$ cat src/rtl/fetch_if.sv
// rtl/fetch_if.sv - fetch stage bus bundle: instruction memory port, redirect and decode handshake
// Ports (signals):
//   imem_req/imem_addr/imem_rdata   synchronous 1-cycle-latency instruction memory
//   redirect_valid/redirect_pc      branch redirect into fetch
//   out_valid/out_ready             decode handshake
//   out_pc/out_instr                head of the fetch queue
// master = fetch unit side, slave = memory/decode side.
interface fetch_if #(
    parameter int XLEN = 32,
    parameter int AW   = 8
);
    logic            imem_req;
    logic [AW-1:0]   imem_addr;
    logic [XLEN-1:0] imem_rdata;
    logic            redirect_valid;
    logic [XLEN-1:0] redirect_pc;
    logic            out_valid;
    logic            out_ready;
    logic [XLEN-1:0] out_pc;
    logic [XLEN-1:0] out_instr;

    modport master (
        output imem_req, imem_addr, out_valid, out_pc, out_instr,
        input  imem_rdata, redirect_valid, redirect_pc, out_ready
    );

    modport slave (
        input  imem_req, imem_addr, out_valid, out_pc, out_instr,
        output imem_rdata, redirect_valid, redirect_pc, out_ready
    );
endinterface

$ cat src/rtl/fetch_unit.sv
// rtl/fetch_unit.sv - parametrised instruction fetch stage with show-ahead queue and redirect flush
// Ports:
//   clk    clock, all state on rising edge
//   reset  synchronous, active-low
//   bus    fetch_if.master: imem request/address/data, redirect, decode valid/ready with {pc, instr}
module fetch_unit #(
    parameter int              XLEN       = 32,
    parameter int              IMEM_DEPTH = 256,
    parameter int              FIFO_DEPTH = 4,
    parameter logic [XLEN-1:0] RESET_PC   = '0
) (
    input  logic     clk,
    input  logic     reset,
    fetch_if.master  bus
);
    localparam int AW = $clog2(IMEM_DEPTH);
    localparam int PW = $clog2(FIFO_DEPTH);
    localparam int CW = PW + 1;

    logic [XLEN-1:0] fetch_pc_q, fetch_pc_d;
    logic [XLEN-1:0] req_pc_q, req_pc_d;
    logic            inflight_q, inflight_d;
    logic [CW-1:0]   count_q, count_d;
    logic [PW-1:0]   head_q, head_d;
    logic [PW-1:0]   tail_q, tail_d;
    logic [XLEN-1:0] pc_mem    [FIFO_DEPTH];
    logic [XLEN-1:0] instr_mem [FIFO_DEPTH];

    logic            issue;
    logic            push;
    logic            pop;
    logic [CW:0]     used;
    logic            unused_bits;

    // Credits count both queued entries and the outstanding memory read, so
    // a return always has a slot; a pop in the same cycle is not counted.
    assign used  = {1'b0, count_q} + {{CW{1'b0}}, inflight_q};
    assign issue = reset && !bus.redirect_valid && (used < (CW+1)'(FIFO_DEPTH));
    assign push  = reset && inflight_q && !bus.redirect_valid;
    assign pop   = bus.out_valid && bus.out_ready;

    assign bus.imem_req  = issue;
    assign bus.imem_addr = fetch_pc_q[AW+1:2];
    assign bus.out_valid = reset && (count_q != '0);
    assign bus.out_pc    = pc_mem[head_q];
    assign bus.out_instr = instr_mem[head_q];

    // Redirect targets are forced word aligned.
    assign unused_bits = ^bus.redirect_pc[1:0];

    always_comb begin
        fetch_pc_d = fetch_pc_q;
        req_pc_d   = req_pc_q;
        inflight_d = issue;
        count_d    = count_q;
        head_d     = head_q;
        tail_d     = tail_q;
        if (bus.redirect_valid) begin
            // Redirect wins over any simultaneous push or pop.
            fetch_pc_d = {bus.redirect_pc[XLEN-1:2], 2'b00};
            inflight_d = 1'b0;
            count_d    = '0;
            head_d     = '0;
            tail_d     = '0;
        end else begin
            if (issue) begin
                req_pc_d   = fetch_pc_q;
                fetch_pc_d = fetch_pc_q + XLEN'(4);
            end
            if (push) begin
                tail_d = tail_q + PW'(1);
            end
            if (pop) begin
                head_d = head_q + PW'(1);
            end
            case ({push, pop})
                2'b10:   count_d = count_q + CW'(1);
                2'b01:   count_d = count_q - CW'(1);
                default: count_d = count_q;
            endcase
        end
    end

    always_ff @(posedge clk) begin
        if (!reset) begin
            fetch_pc_q <= RESET_PC;
            req_pc_q   <= '0;
            inflight_q <= 1'b0;
            count_q    <= '0;
            head_q     <= '0;
            tail_q     <= '0;
        end else begin
            fetch_pc_q <= fetch_pc_d;
            req_pc_q   <= req_pc_d;
            inflight_q <= inflight_d;
            count_q    <= count_d;
            head_q     <= head_d;
            tail_q     <= tail_d;
        end
    end

    // Queue storage carries no reset; count gates its visibility.
    always_ff @(posedge clk) begin
        if (push) begin
            pc_mem[tail_q]    <= req_pc_q;
            instr_mem[tail_q] <= bus.imem_rdata;
        end
    end
endmodule

$ cat src/flat_wrapper.sv
// flat-port wrapper written by rule: the top's interface ports become plain ports
module fetch_unit_flat 
#(
    parameter int              XLEN       = 32,
    parameter int              IMEM_DEPTH = 256,
    parameter int              FIFO_DEPTH = 4,
    parameter logic [XLEN-1:0] RESET_PC   = '0
)
  (clk, reset, bus_imem_req, bus_imem_addr, bus_out_valid, bus_out_pc, bus_out_instr, bus_imem_rdata, bus_redirect_valid, bus_redirect_pc, bus_out_ready);
  fetch_if #(.XLEN(XLEN), .AW(8)) bus_i ();
  input  logic clk;
  input  logic reset;
  output wire logic [$bits(bus_i.imem_req)-1:0] bus_imem_req;
  output wire logic [$bits(bus_i.imem_addr)-1:0] bus_imem_addr;
  output wire logic [$bits(bus_i.out_valid)-1:0] bus_out_valid;
  output wire logic [$bits(bus_i.out_pc)-1:0] bus_out_pc;
  output wire logic [$bits(bus_i.out_instr)-1:0] bus_out_instr;
  input wire logic [$bits(bus_i.imem_rdata)-1:0] bus_imem_rdata;
  input wire logic [$bits(bus_i.redirect_valid)-1:0] bus_redirect_valid;
  input wire logic [$bits(bus_i.redirect_pc)-1:0] bus_redirect_pc;
  input wire logic [$bits(bus_i.out_ready)-1:0] bus_out_ready;
  assign bus_imem_req = bus_i.imem_req;
  assign bus_imem_addr = bus_i.imem_addr;
  assign bus_out_valid = bus_i.out_valid;
  assign bus_out_pc = bus_i.out_pc;
  assign bus_out_instr = bus_i.out_instr;
  assign bus_i.imem_rdata = bus_imem_rdata;
  assign bus_i.redirect_valid = bus_redirect_valid;
  assign bus_i.redirect_pc = bus_redirect_pc;
  assign bus_i.out_ready = bus_out_ready;
  fetch_unit #(.XLEN(XLEN), .IMEM_DEPTH(IMEM_DEPTH), .FIFO_DEPTH(FIFO_DEPTH), .RESET_PC(RESET_PC)) u_core (.clk(clk), .reset(reset), .bus(bus_i));
endmodule
$ cat config.mk
export PLATFORM = sky130hd
export DESIGN_NAME = fetch_unit_flat
export DESIGN_NICKNAME = d
export VERILOG_FILES = /design/src/rtl/fetch_if.sv /design/src/rtl/fetch_unit.sv /design/src/flat_wrapper.sv
export SDC_FILE = /design/constraint.sdc
export NUM_CORES = 1
export LEC_CHECK = 0
export CORE_ASPECT_RATIO = 0.6
export CORE_MARGIN = 1.5
export CORE_UTILIZATION = 56
export CTS_CLUSTER_DIAMETER = 80
export DETAILED_ROUTE_END_ITERATION = 8
export PLACE_DENSITY = 0.83
export SLEW_MARGIN = 20
export SYNTH_ARGS = -nofsm -noshare
export SYNTH_HDL_FRONTEND = slang
export SYNTH_SLANG_ARGS = --single-unit
$ cat constraint.sdc
create_clock -name clk -period 3.7 [get_ports clk]
set_input_delay 0.37 -clock clk [delete_from_list [all_inputs] [get_ports clk]]
set_output_delay 0.37 -clock clk [all_outputs]
set_load 0.1 [all_outputs]
== After elaboration in Yosys (flattened, before gate mapping) ==
Memory sizes are Yosys's and may differ from the RTL's. A register that Yosys moved wholly into a read port is not among the register bits.
Index checks and enable logic that the tools add are counted.

* Memories: 2
* Register bits after elaboration: 72
* Output and inout bits: 74
* RAM bits: 256

{| class="wikitable"
|+ Memories
! name !! depth !! width !! read ports !! clocked after memory_dff !! wr ports !! line !! source
|-
| u_core.instr_mem || 4 || 32 || 1 || 1 || 1 || fetch_unit.sv:27 || <nowiki>logic [XLEN-1:0] instr_mem [FIFO_DEPTH];</nowiki>
|-
| u_core.pc_mem || 4 || 32 || 1 || 1 || 1 || fetch_unit.sv:26 || <nowiki>logic [XLEN-1:0] pc_mem [FIFO_DEPTH];</nowiki>
|}

* Bitwise gates (word level): 2
* $lt $le $gt $ge: 1
* Eq/ne operators: 2
* Reduce and logical (&&, ||, !) cells: 12
* $add $sub $neg: 6
* Multiplexer cells: 9

{| class="wikitable"
|+ Operators with widths
! kind !! count
|-
| two-way mux 32 bit || 2
|-
| adder 32 x 3 -> 32 bit, second input constant || 1
|-
| two-way mux 2 bit || 4
|-
| logical AND 1 bit || 6
|-
| one-hot mux 3 bit (2 select lines) || 1
|-
| adder 2 x 1 -> 2 bit, second input constant || 2
|-
| adder 3 x 1 -> 4 bit || 1
|-
| < comparator 4 x 3 -> 1 bit, second input constant || 1
|-
| nonzero test 2 bit || 2
|-
| adder 3 x 1 -> 3 bit, second input constant || 1
|-
| nonzero test 3 bit || 1
|-
| subtractor 3 x 1 -> 3 bit, second input constant || 1
|-
| equality test 2 x 1 -> 1 bit, second input constant || 1
|-
| equality test 2 bit, second input constant || 1
|-
| two-way mux 1 bit || 2
|-
| NOT 1 bit || 2
|-
| AND reduction 2 bit || 1
|-
| OR reduction 2 bit || 1
|-
| logical NOT 1 bit || 1
|}

== Logic depth before layout (Yosys ltp) ==
* Depth after elaboration: 5
* Mapped depth: 10
* Mapped depth without buffers: 9

== Least setup slack after synthesis ==
Ideal clock, no wire load.

* Path kind: input port to flip-flop
* Start: input port bus_redirect_valid
* End: memory u_core.instr_mem[0][0], enable pin
* Stages on the path: 4
* Setup slack: 0.885 ns
* Arrival: 2.389 ns
* Path buffers: 2
* Data required time: 3.273 ns
* Path through: buf_6 -> clkbuf_1 -> nor2_1 -> and3_1

* Cells in the longest elaborated chain, start to end: 4

{| class="wikitable"
|+ RTL lines
! element !! line !! source
|-
| from (decl) || flat_wrapper.sv:19 || <nowiki>input wire logic [$bits(bus_i.redirect_valid)-1:0] bus_redirect_valid;</nowiki>
|-
| logical NOT 1 bit || fetch_unit.sv:39 || <nowiki>assign push = reset && inflight_q && !bus.redirect_valid;</nowiki>
|-
| logical AND 1 bit || fetch_unit.sv:39 ||
|-
| two-way mux 1 bit || fetch_unit.sv:104 || <nowiki>if (push) begin</nowiki>
|-
| two-way mux 1 bit (not written as such) || fetch_unit.sv:106 || <nowiki>instr_mem[tail_q] <= bus.imem_rdata;</nowiki>
|-
| to (decl) || fetch_unit.sv:27 ||
|}

No other way between the ends.

==> flow_summary.yaml <==
cts:
  cts_resized: 0
  clock_latency_ns: 0.52
  cts_setup_buffers: 0
  cts-htree-levels: 1
  holdBufCountCts: 0
  clk_pin_slew_ns: 0.07
  clockBufferDepth: 3
  numCtsBuffers: 27
  clockRootBuffer: "clkbuf_16"
  clock-sinks: 318
  tritoncts: "done"
synth:
  yosys_register_bits: 318
  synth_cells: 776
  syn_area_um2: 12400
  synth_area_leaders: "edfxtp_1 60%, dfxtp_1 11%, mux4_2 11%"
  synth_common_cells: "248 x edfxtp_1, 92 x nand2_1, 70 x dfxtp_1"
  yosysSeqAreaShare_pct: 71.1
  synth_edf_count: 248
  yosysMostFrequentCell: "edfxtp_1"
  netlist.area_leader.share_pct: 59.9
  syn_avg_cell_area_um2: 16.0
  async_flop_share_pct: 0
  synth_cell_types: 51
  ys.flop_type: "edfxtp_1"
  yosys.area.top_type: "edfxtp_1"
  ys_warn_count: 0
worst_hold_path:
  hold_depth: 3
  min_delay_worst_endpoint: "u_core.fetch_pc_q[10]"
  hold_path_class: "in2reg"
  hp-start: "bus_redirect_pc[10]"
cells_and_area:
  fill_cells: 1399
  fin_cells: 1197
  area_growth_pct: 19.4
  drive_gt1_share_pct: 20.5
  diodes: 0
  nets: 973
timing:
  finalClockSkew_ns: 0.0137
  slew_headroom_pct: 30.6
  rsz0062_at_grt: "false"
  setup_slack_ns: 0.876
  timing.fmax_mhz: 354
  fin_crit_sh_pct: 76.3
  fin_setup_tns_ns: 0
  worst_slew_pin_slew_ns: 1.04
  min_period_ns: 2.82
  drv_slew: 0
  setup_violations: 0
  hold_viol: 0
detailed_routing:
  viasPerCell: 6.04
  vias: 7231
  ant_nets: 0
  finalWirelength_um: 25100
  drt_pre_antenna_iters: 5
  drtIter0Drc: 626
  drcViolationCount: 0
  post_drt_wl_per_cell_um: 21.0
flow_run:
  drv_cap: 0
setup_path:
  crit_fanout: 28
  worstPathArrival_ns: 2.45
  r2r-start: "u_core.fetch_pc_q[3]"
  reg2regPathDepth: 5
  r2r-end: "u_core.fetch_pc_q[30]"
  setup.worst_path.end_class: "output pin"
  cp-start-kind: "flop"
  criticalPathCategory: "reg2out"
  r2r_slack_ns: 1.30
  worstPathRequired_ns: 3.33
pwr:
  ir_drop_mv: 0.376
  power.density_nw_per_um2: 490
  power_leakage_nw: 5.00
global_route:
  overflow: 0
  grt_pass1_wl_um: 39000
  grt.total_usage_pct: 21.7
  grt_pass1_vias: 6871
  antenna_found_initial: 0
  grt_max_degree: 63
die:
  rows: 41
  start_util_pct: 58.1
  die_w_um: 195
  die_h_um: 118
  pin_count: 142
  dieArea_um2: 23100
  design.core.area_um2: 21400
placed_design:
  hpwl_um: 15600
  placed_cells: 1148
  io_buffers: 137
  place_congestion: 0.858
  pre_cts_ws_ns: 0.777
outcome:
  status: "completed"
==> routing by layer <==
metal	global-route usage, %	vias to the layer above	wire length (um)
met4	4.22	0	352
met5	0	-	0
met2	32.1	271	11300
met3	3.54	34	1760
li1	-	3306	-
met1	34.4	3620	11700
==> kinds of logic (layout without fill, tap and decap cells) <==
group | Yosys count | in the layout | share of synthesized area, %
muxes | 64 | 64 | 11.4
adders and majority gates | 7 | 7 | 0.765
DFF | 318 | 318 | 71.1
and+or+nand+nor | 201 | 201 | 8.10
AOI/OAI and AO/OA | 110 | 110 | 5.66
buffers and inverters | 70 | 211 | 2.56
other | 1 | 2 | 0.0301
xor gates and xnor gates | 5 | 5 | 0.352
==> worst max-delay path, cell delays in order, from the launching register on <==
cell	delay [ns]
dfxtp_4	0.74
buf_4	0.37
mux4_2	0.56
buf_4	0.25
==> per-stage QoR <==
step / hold slack, ns / instance area [um2] / util (%) / power (mW)
global placement: 0.487 / 13900 / 65.1 / 4.38
detailed placement: 0.496 / 13900 / 65.1 / 4.39
global route: 0.435 / 14900 / 69.4 / 7.49
finish: 0.411 / 14900 / 69.4 / 7.28
CTS: 0.401 / 14900 / 69.4 / 7.33
floorplan: 0.445 / 12400 / - / 4.24
==> placed cells by master (no fill, tap or decap), types with 5 or more instances in the layout <==
master	Yosys	routed
nand4_1	12	12
nand2_1	92	92
clkbuf_16	0	27
buf_12	0	6
o211ai_1	14	14
dfxtp_1	70	68
bufinv_16	0	5
and4_1	5	5
a31oi_1	19	19
or3_1	9	9
nor2_1	16	16
buf_4	10	72
mux4_2	62	62
and2_1	9	9
or4_1	15	15
and3_1	13	9
clkbuf_1	35	7
ha_1	6	6
a21oi_1	44	44
edfxtp_1	248	248
o21ai_0	6	6
inv_1	11	11
nand3_1	14	14
clkdlybuf4s50_1	0	73
==> power by group <==
| part | leakage [nW] | switching (mW) | internal (mW) | total, mW |
|---|---|---|---|---|
| combinational | 1.51 | 0.241 | 0.135 | 0.375 |
| clock | 0.462 | 1.19 | 1.77 | 2.96 |
| sequential | 3.02 | 0.0636 | 3.88 | 3.94 |
==> worst max path at each step <==
stage,startpoint,endpoint,slack [ns],depth (start not counted)
after CTS,flop,bus_out_instr[10],0.79,3
final,flop,bus_out_instr[10],0.88,3
after global routing,flop,bus_out_instr[8],0.71,3
after floorplan,bus_redirect_valid,u_core.instr_mem[0][0],0.88,4
after detailed placement,bus_redirect_valid,u_core.fetch_pc_q[22],0.78,5
after global placement,bus_redirect_valid,u_core.fetch_pc_q[22],0.77,5
==> area by class of cell <==
class | instances | area (um2) | share of cell area, %
multi-input combinational | 389 | 3280 | 22.1
clock buffer | 38 | 757 | 5.10
sequential | 318 | 8850 | 59.6
clock inverter | 11 | 183 | 1.23
inverter | 11 | 41.3 | 0.278
timing repair buffer | 151 | 1390 | 9.37
tap | 279 | 349 | 2.35
==> flip-flops by register name, summed over array words and instances, names as in the netlist, named ones only <==
signal	cells
u_core.tail_q	2
u_core.inflight_q	1
u_core.head_q	2
u_core.pc_mem	120
u_core.count_q	3
u_core.instr_mem	128
u_core.fetch_pc_q	30
u_core.req_pc_q	30
Power figures use the tool's default switching activity.
